### src/rtl/alu_pipe.sv
// Pipelined RISC-V datapath ALU with valid/ready handshakes on both sides; the result is formed in stage 0.
// Optional macro ALU_OVF_EN adds the ovf port (signed add/sub overflow, piped with the result).
module alu_pipe #(
  parameter int XLEN   = 32,
  parameter int STAGES = 2,
  parameter int SHW    = 5
) (
  input  logic            CLK,
  input  logic            RST_n,
  input  logic            in_valid,
  output logic            in_ready,
  input  logic [XLEN-1:0] in1,
  input  logic [XLEN-1:0] in2,
  input  logic [XLEN-1:0] PC,
  input  logic [19:0]     immediate,
  input  logic [2:0]      sel,
  input  logic [SHW-1:0]  shamt,
  input  logic            opcode2,
  input  logic            opcode5,
  input  logic            sub_add_n,
  output logic            out_valid,
  input  logic            out_ready,
  output logic [XLEN-1:0] outputs,
  output logic            zero
`ifdef ALU_OVF_EN
  ,
  output logic            ovf
`endif
);

  localparam int M = XLEN - 1;

  logic [XLEN-1:0] op_a, op_b, sum, lui, res;

  assign op_a = opcode2 ? PC : in1;
  assign op_b = opcode5 ? in2 : {{(XLEN-12){immediate[11]}}, immediate[11:0]};
  assign sum  = sub_add_n ? op_a - op_b : op_a + op_b;
  assign lui  = XLEN'($signed({immediate, 12'b0}));

`ifdef ALU_OVF_EN
  logic ovf_c;
  // Overflow only when the effective operand signs agree and the result sign flips.
  always_comb begin
    ovf_c = 1'b0;
    if (sel == 3'b000)
      ovf_c = ((op_a[M] ^ op_b[M]) == sub_add_n) && (sum[M] != op_a[M]);
  end
`endif

  always_comb begin
    res = '0;
    case (sel)
      3'b000: res = sum;
      3'b001: res = {{(XLEN-1){1'b0}}, $signed(op_a) < $signed(op_b)};
      3'b010: res = op_a ^ op_b;
      3'b011: res = op_a & op_b;
      3'b100: res = $signed(op_a) >>> shamt;
      3'b101: res = lui + (opcode2 ? PC : '0);
      3'b110: res = op_a[M] ? -op_a : op_a;
      3'b111: res = op_a | op_b;
    endcase
  end

  logic [STAGES-1:0] v, load;
  logic [XLEN-1:0]   d [STAGES];
`ifdef ALU_OVF_EN
  logic [STAGES-1:0] o;
`endif

  // A stage can take new data unless it and every stage after it are full while the sink stalls.
  for (genvar g = 0; g < STAGES; g++) begin : g_load
    assign load[g] = out_ready | ~(&v[STAGES-1:g]);
  end

  always_ff @(posedge CLK or negedge RST_n) begin
    if (!RST_n) begin
      v <= '0;
      for (int i = 0; i < STAGES; i++) d[i] <= '0;
`ifdef ALU_OVF_EN
      o <= '0;
`endif
    end else begin
      if (load[0]) begin
        v[0] <= in_valid;
        if (in_valid) begin
          d[0] <= res;
`ifdef ALU_OVF_EN
          o[0] <= ovf_c;
`endif
        end
      end
      for (int i = 1; i < STAGES; i++) begin
        if (load[i]) begin
          v[i] <= v[i-1];
          if (v[i-1]) begin
            d[i] <= d[i-1];
`ifdef ALU_OVF_EN
            o[i] <= o[i-1];
`endif
          end
        end
      end
    end
  end

  assign in_ready  = load[0];
  assign out_valid = v[STAGES-1];
  assign outputs   = d[STAGES-1];
  assign zero      = v[STAGES-1] & ~(|d[STAGES-1]);
`ifdef ALU_OVF_EN
  assign ovf       = o[STAGES-1];
`endif

endmodule
### config.mk
export PLATFORM = sky130hd
export DESIGN_NAME = alu_pipe
export DESIGN_NICKNAME = d
export VERILOG_FILES = /design/src/rtl/alu_pipe.sv
export SDC_FILE = /design/constraint.sdc
export NUM_CORES = 1
export LEC_CHECK = 0
export CORE_ASPECT_RATIO = 0.5
export CORE_UTILIZATION = 40
export CTS_CLUSTER_SIZE = 14
export DETAILED_ROUTE_END_ITERATION = 8
export DONT_BUFFER_PORTS = 1
export GPL_ROUTABILITY_DRIVEN = 1
export PLACE_DENSITY_LB_ADDON = 0.25
export SLEW_MARGIN = 0
export SYNTH_ARGS = -nofsm -noshare
export SYNTH_HDL_FRONTEND = slang
export SYNTH_SLANG_ARGS = --single-unit
export TNS_END_PERCENT = 20
### constraint.sdc
create_clock -name CLK -period 2.7 [get_ports CLK]
set_input_delay 0.675 -clock CLK [delete_from_list [all_inputs] [get_ports CLK]]
set_output_delay 0.675 -clock CLK [all_outputs]
set_load 0.02 [all_outputs]
==> run metrics <==
area added between synthesis and finish=36.95%; flip-flop cell with the highest count after synthesis=sky130_fd_sc_hd__dfrtp_1; Relative slew margins=38.28%; Max Cap Violations=0; multiplexer fraction of the synthesized cell area=15.77%; register area share after synthesis=13.36%; critical path capture point type=flip-flop; unique cell type count in the Yosys netlist=92; Std-Cell Rows=between 40 and 50; largest fanout of any net on the critical path=8; worst r2r dst=d[62]; mean number of vias per cell=6.007; number of failing setup endpoints in the final timing report=28; number of global-route vias before repair=between 10k and 15k; path type of the worst min-delay path=primary input to asynchronous set/reset pin; maximum clock rate=300.9 MHz; total buffers and inverters traversed by the critical path=3; vertical extent of the die=126.3 um; Post-Synthesis Cell Area=12360 um^2; Min Hold Slack=~0.16 ns; Place WS=-1.288 ns; placed cell count=2326; fraction of layout cells with a size suffix above 1=36.01%; wire length per cell after detailed routing=23.86 um; final critical delay including setup and external delays=roughly 3.3 ns; net count reported at finish=about 2.2k; Largest stage delay, worst path=~0.52 ns; area of the multi-input gates=10380 um^2; most common library cells after synthesis=134 x sky130_fd_sc_hd__a21oi_1, 123 x sky130_fd_sc_hd__nor2_1, 122 x sky130_fd_sc_hd__nand2_1; register area=1652 um^2; largest area contributor in the synthesized netlist=sky130_fd_sc_hd__dfrtp_1; count of boundary I/O pins=166; Core Area=30350 um^2; simple logic cell fraction of the synthesized area=17.52%; arrival time reported for the critical path endpoint=3.57 ns; die width=250.6 um; Cell Area, Placed=15630 um^2; Antenna Nets Post-Route=0; number of port buffers=0; slack of the critical path=-0.6238 ns; Power per Cell Area=about 420 nW/um^2; logic depth of the worst register-to-register path=10; kind of cell adding the most delay to the critical path=simple AND/OR/NAND/NOR gates; share of flip-flops with an asynchronous set or reset after synthesis=100.0%; leftover overflow at the end of global routing=0; CTS Buf Count=9; RSZ-0062 raised after global routing=true; Cells after Synth=1622; skew final=0.01812 ns; type of the worst setup path=primary input to flip-flop; DRT Wirelength=56.51 mm; violations in the final reports=negative setup slack; startpoint type of the worst setup path=primary input; All-Layer GR Usage=34.56%; summed area of non-filler cells in the final layout=16930 um^2; clock insertion delay at the later pin of the skew report=0.37 ns; total of warnings raised by yosys=0; Reg clk slew, reported paths=0.08 ns; post-synthesis share of cell area spent on full adders, half adders and majority gates=12.23%; peak ir drop on the vdd network=0.0003122 V; via count=around 14k; clock root buffer=sky130_fd_sc_hd__clkbuf_16; net count of the mapped netlist=1872; number of fill cells in the layout=2884; cell with the most instances after synthesis=sky130_fd_sc_hd__a21oi_1; Critical Path Slowest Stage Cell=sky130_fd_sc_hd__or4_4; worst-margin pin slew=0.9228 ns; final non-filler cell total=2368; worst r2r src=v[0]; H-tree depth=3; synthesized-area fraction occupied by xor and xnor cells=4.039%; sink count of the clock tree=66; number of DRC violations after detailed-routing iteration 0=1637; number of iterations in the first detailed-routing pass=6; cell breakdown of the critical path=nor2b_4 > buf_12 > a21oi_2 > ha_1 > buf_6 > nand3_4 > or4_4 > or3_4 > a21oi_4 > buf_4 > a21oi_1 > and4b_1 > nor4_2 > mux2i_1 > a211oi_2; status=finished with violations; starting density of the core=between 40% and 50%; data required time at the worst endpoint=2.95 ns; placer's final routability congestion estimate=1.003; final-report hold violation count=0; dominant combinational cell family by area after synthesis=compound AO/OA/AOI/OAI gates; CTS tree=built; drt drc=0; number of enable-type register cells in the synthesized netlist=0; antenna violations before repair=5; leakage dissipation=7.512 nW; flop and latch count out of synthesis=66; pin count of the biggest net entering global routing=70; Slew Viols, Final=0; dpl hpwl=44.78 mm; fraction of post-synthesis cell area in the top cell type by area=13.36%; cells taking the most area after synthesis=sky130_fd_sc_hd__dfrtp_1 13%, sky130_fd_sc_hd__ha_1 12%, sky130_fd_sc_hd__mux2i_1 7.0%; wire length of the first global-routing pass=81.74 mm; final clock period utilization by the worst path=123.1%; flop2flop setup slack=roughly 0.56 ns; worst-case clock buffer depth=2; Mean Syn Cell Area=around 7.6 um^2; Synth Area in Compound Gates=28.03%; Die Area=31650 um^2
cell type report:
| cell class | instances | share of cell area [%] |
|---|---|---|
| multi-input cells | 1309 | 61.33 |
| repair buffers | 471 | 21.78 |
| flip-flops and latches | 66 | 9.758 |
| well taps | 399 | 2.949 |
| inverters | 104 | 2.321 |
| clock buffers | 9 | 1.331 |
| clock inverters | 7 | 0.4879 |
| diodes | 3 | 0.04435 |
worst reg2reg max path: cells and delay by family (launching register included):
family	cells	cell delay, ns
buffers and inverters	2	0.45
DFF	1	0.40
AOI/OAI and AO/OA	4	0.55
and+or+nand+nor	4	0.62
through the flow:
stage / total power [mW] / util [%] / setup TNS (ns)
after floorplan: 3.983 / - / -23.69
after global placement: 5.393 / 51.51 / -25.71
after detailed placement: 5.414 / 51.51 / -26.71
after CTS: 6.913 / 54.38 / -9.291
after global routing: 7.511 / 55.76 / -13.12
final: 7.152 / 55.77 / -10.41
cells in the final DEF (no fill, tap or decap), types with 11 or more instances in the layout:
master                       n
sky130_fd_sc_hd__a211oi_1   15
sky130_fd_sc_hd__a21o_1     14
sky130_fd_sc_hd__a21oi_1   113
sky130_fd_sc_hd__a21oi_2    18
sky130_fd_sc_hd__a221oi_1   18
sky130_fd_sc_hd__a22o_1     18
sky130_fd_sc_hd__a31oi_1    18
sky130_fd_sc_hd__and2_1     23
sky130_fd_sc_hd__buf_4     449
sky130_fd_sc_hd__buf_6      11
sky130_fd_sc_hd__dfrtp_1    66
sky130_fd_sc_hd__ha_1       99
sky130_fd_sc_hd__ha_4       12
sky130_fd_sc_hd__inv_1      85
sky130_fd_sc_hd__inv_2      17
sky130_fd_sc_hd__mux2_2     52
sky130_fd_sc_hd__mux2i_1    72
sky130_fd_sc_hd__mux2i_4    19
sky130_fd_sc_hd__nand2_1   122
sky130_fd_sc_hd__nand2b_1   17
sky130_fd_sc_hd__nand3_1    31
sky130_fd_sc_hd__nor2_1    120
sky130_fd_sc_hd__nor3_1     29
sky130_fd_sc_hd__nor4_1     11
sky130_fd_sc_hd__o211ai_1   24
sky130_fd_sc_hd__o21a_1     11
sky130_fd_sc_hd__o21ai_0   102
sky130_fd_sc_hd__o21ai_1    33
sky130_fd_sc_hd__o221ai_1   14
sky130_fd_sc_hd__o22ai_1    18
sky130_fd_sc_hd__o31ai_1    11
sky130_fd_sc_hd__or3_1      15
sky130_fd_sc_hd__xnor2_1    47
cell families (layout without fill, tap and decap cells):
kind of cell / count (synthesis) / after routing
flip-flops: 66 / 66
buffers and inverters: 247 / 591
XOR/XNOR: 57 / 57
multiplexers: 163 / 163
AO/OA/AOI/OAI: 532 / 532
adder cells (fa/ha/maj): 119 / 119
AND/OR/NAND/NOR: 438 / 438
other: 0 / 3
worst max-delay path by stage:
stage | start | end | slack, ns | depth (start not counted)
final | immediate[11] | d[63] | -0.62 | 15
after global routing | immediate[11] | d[59] | -0.69 | 17
after CTS | immediate[11] | d[63] | -0.62 | 14
after detailed placement | immediate[11] | d[63] | -1.29 | 14
after global placement | immediate[11] | d[63] | -1.21 | 16
after floorplan | opcode2 | d[62] | -1.30 | 18
repair_timing:
| item | in CTS | in global routing |
|---|---|---|
| cloned | 0 | 0 |
| endpoints found under the hold margin | 40 | 7 |
| pin swaps | 38 | 31 |
| gates resized for setup | 96 | 65 |
| setup endpoints to repair | 29 | 30 |
| hold buffers | 3 | 1 |
| setup buffers | 8 | 13 |
state kept, by name, summed over array words and instances, names as in the netlist:
signal   flops
outputs     32
v            2
d           32
metal layers:
layer	part of all wire, %	track usage, %	wire length (um)
met4	3.0	10.93	1713
met1	45	48.64	25210
met3	10	9.235	5806
met2	42	51.08	23750
met5	0.042	0	24
where the power goes:
group	internal (mW)	switching, mW	total [mW]
combinational	2.04	2.08	4.13
sequential	1.24	0.483	1.73
clock	0.732	0.568	1.30
(Power assumes the default switching activity.)
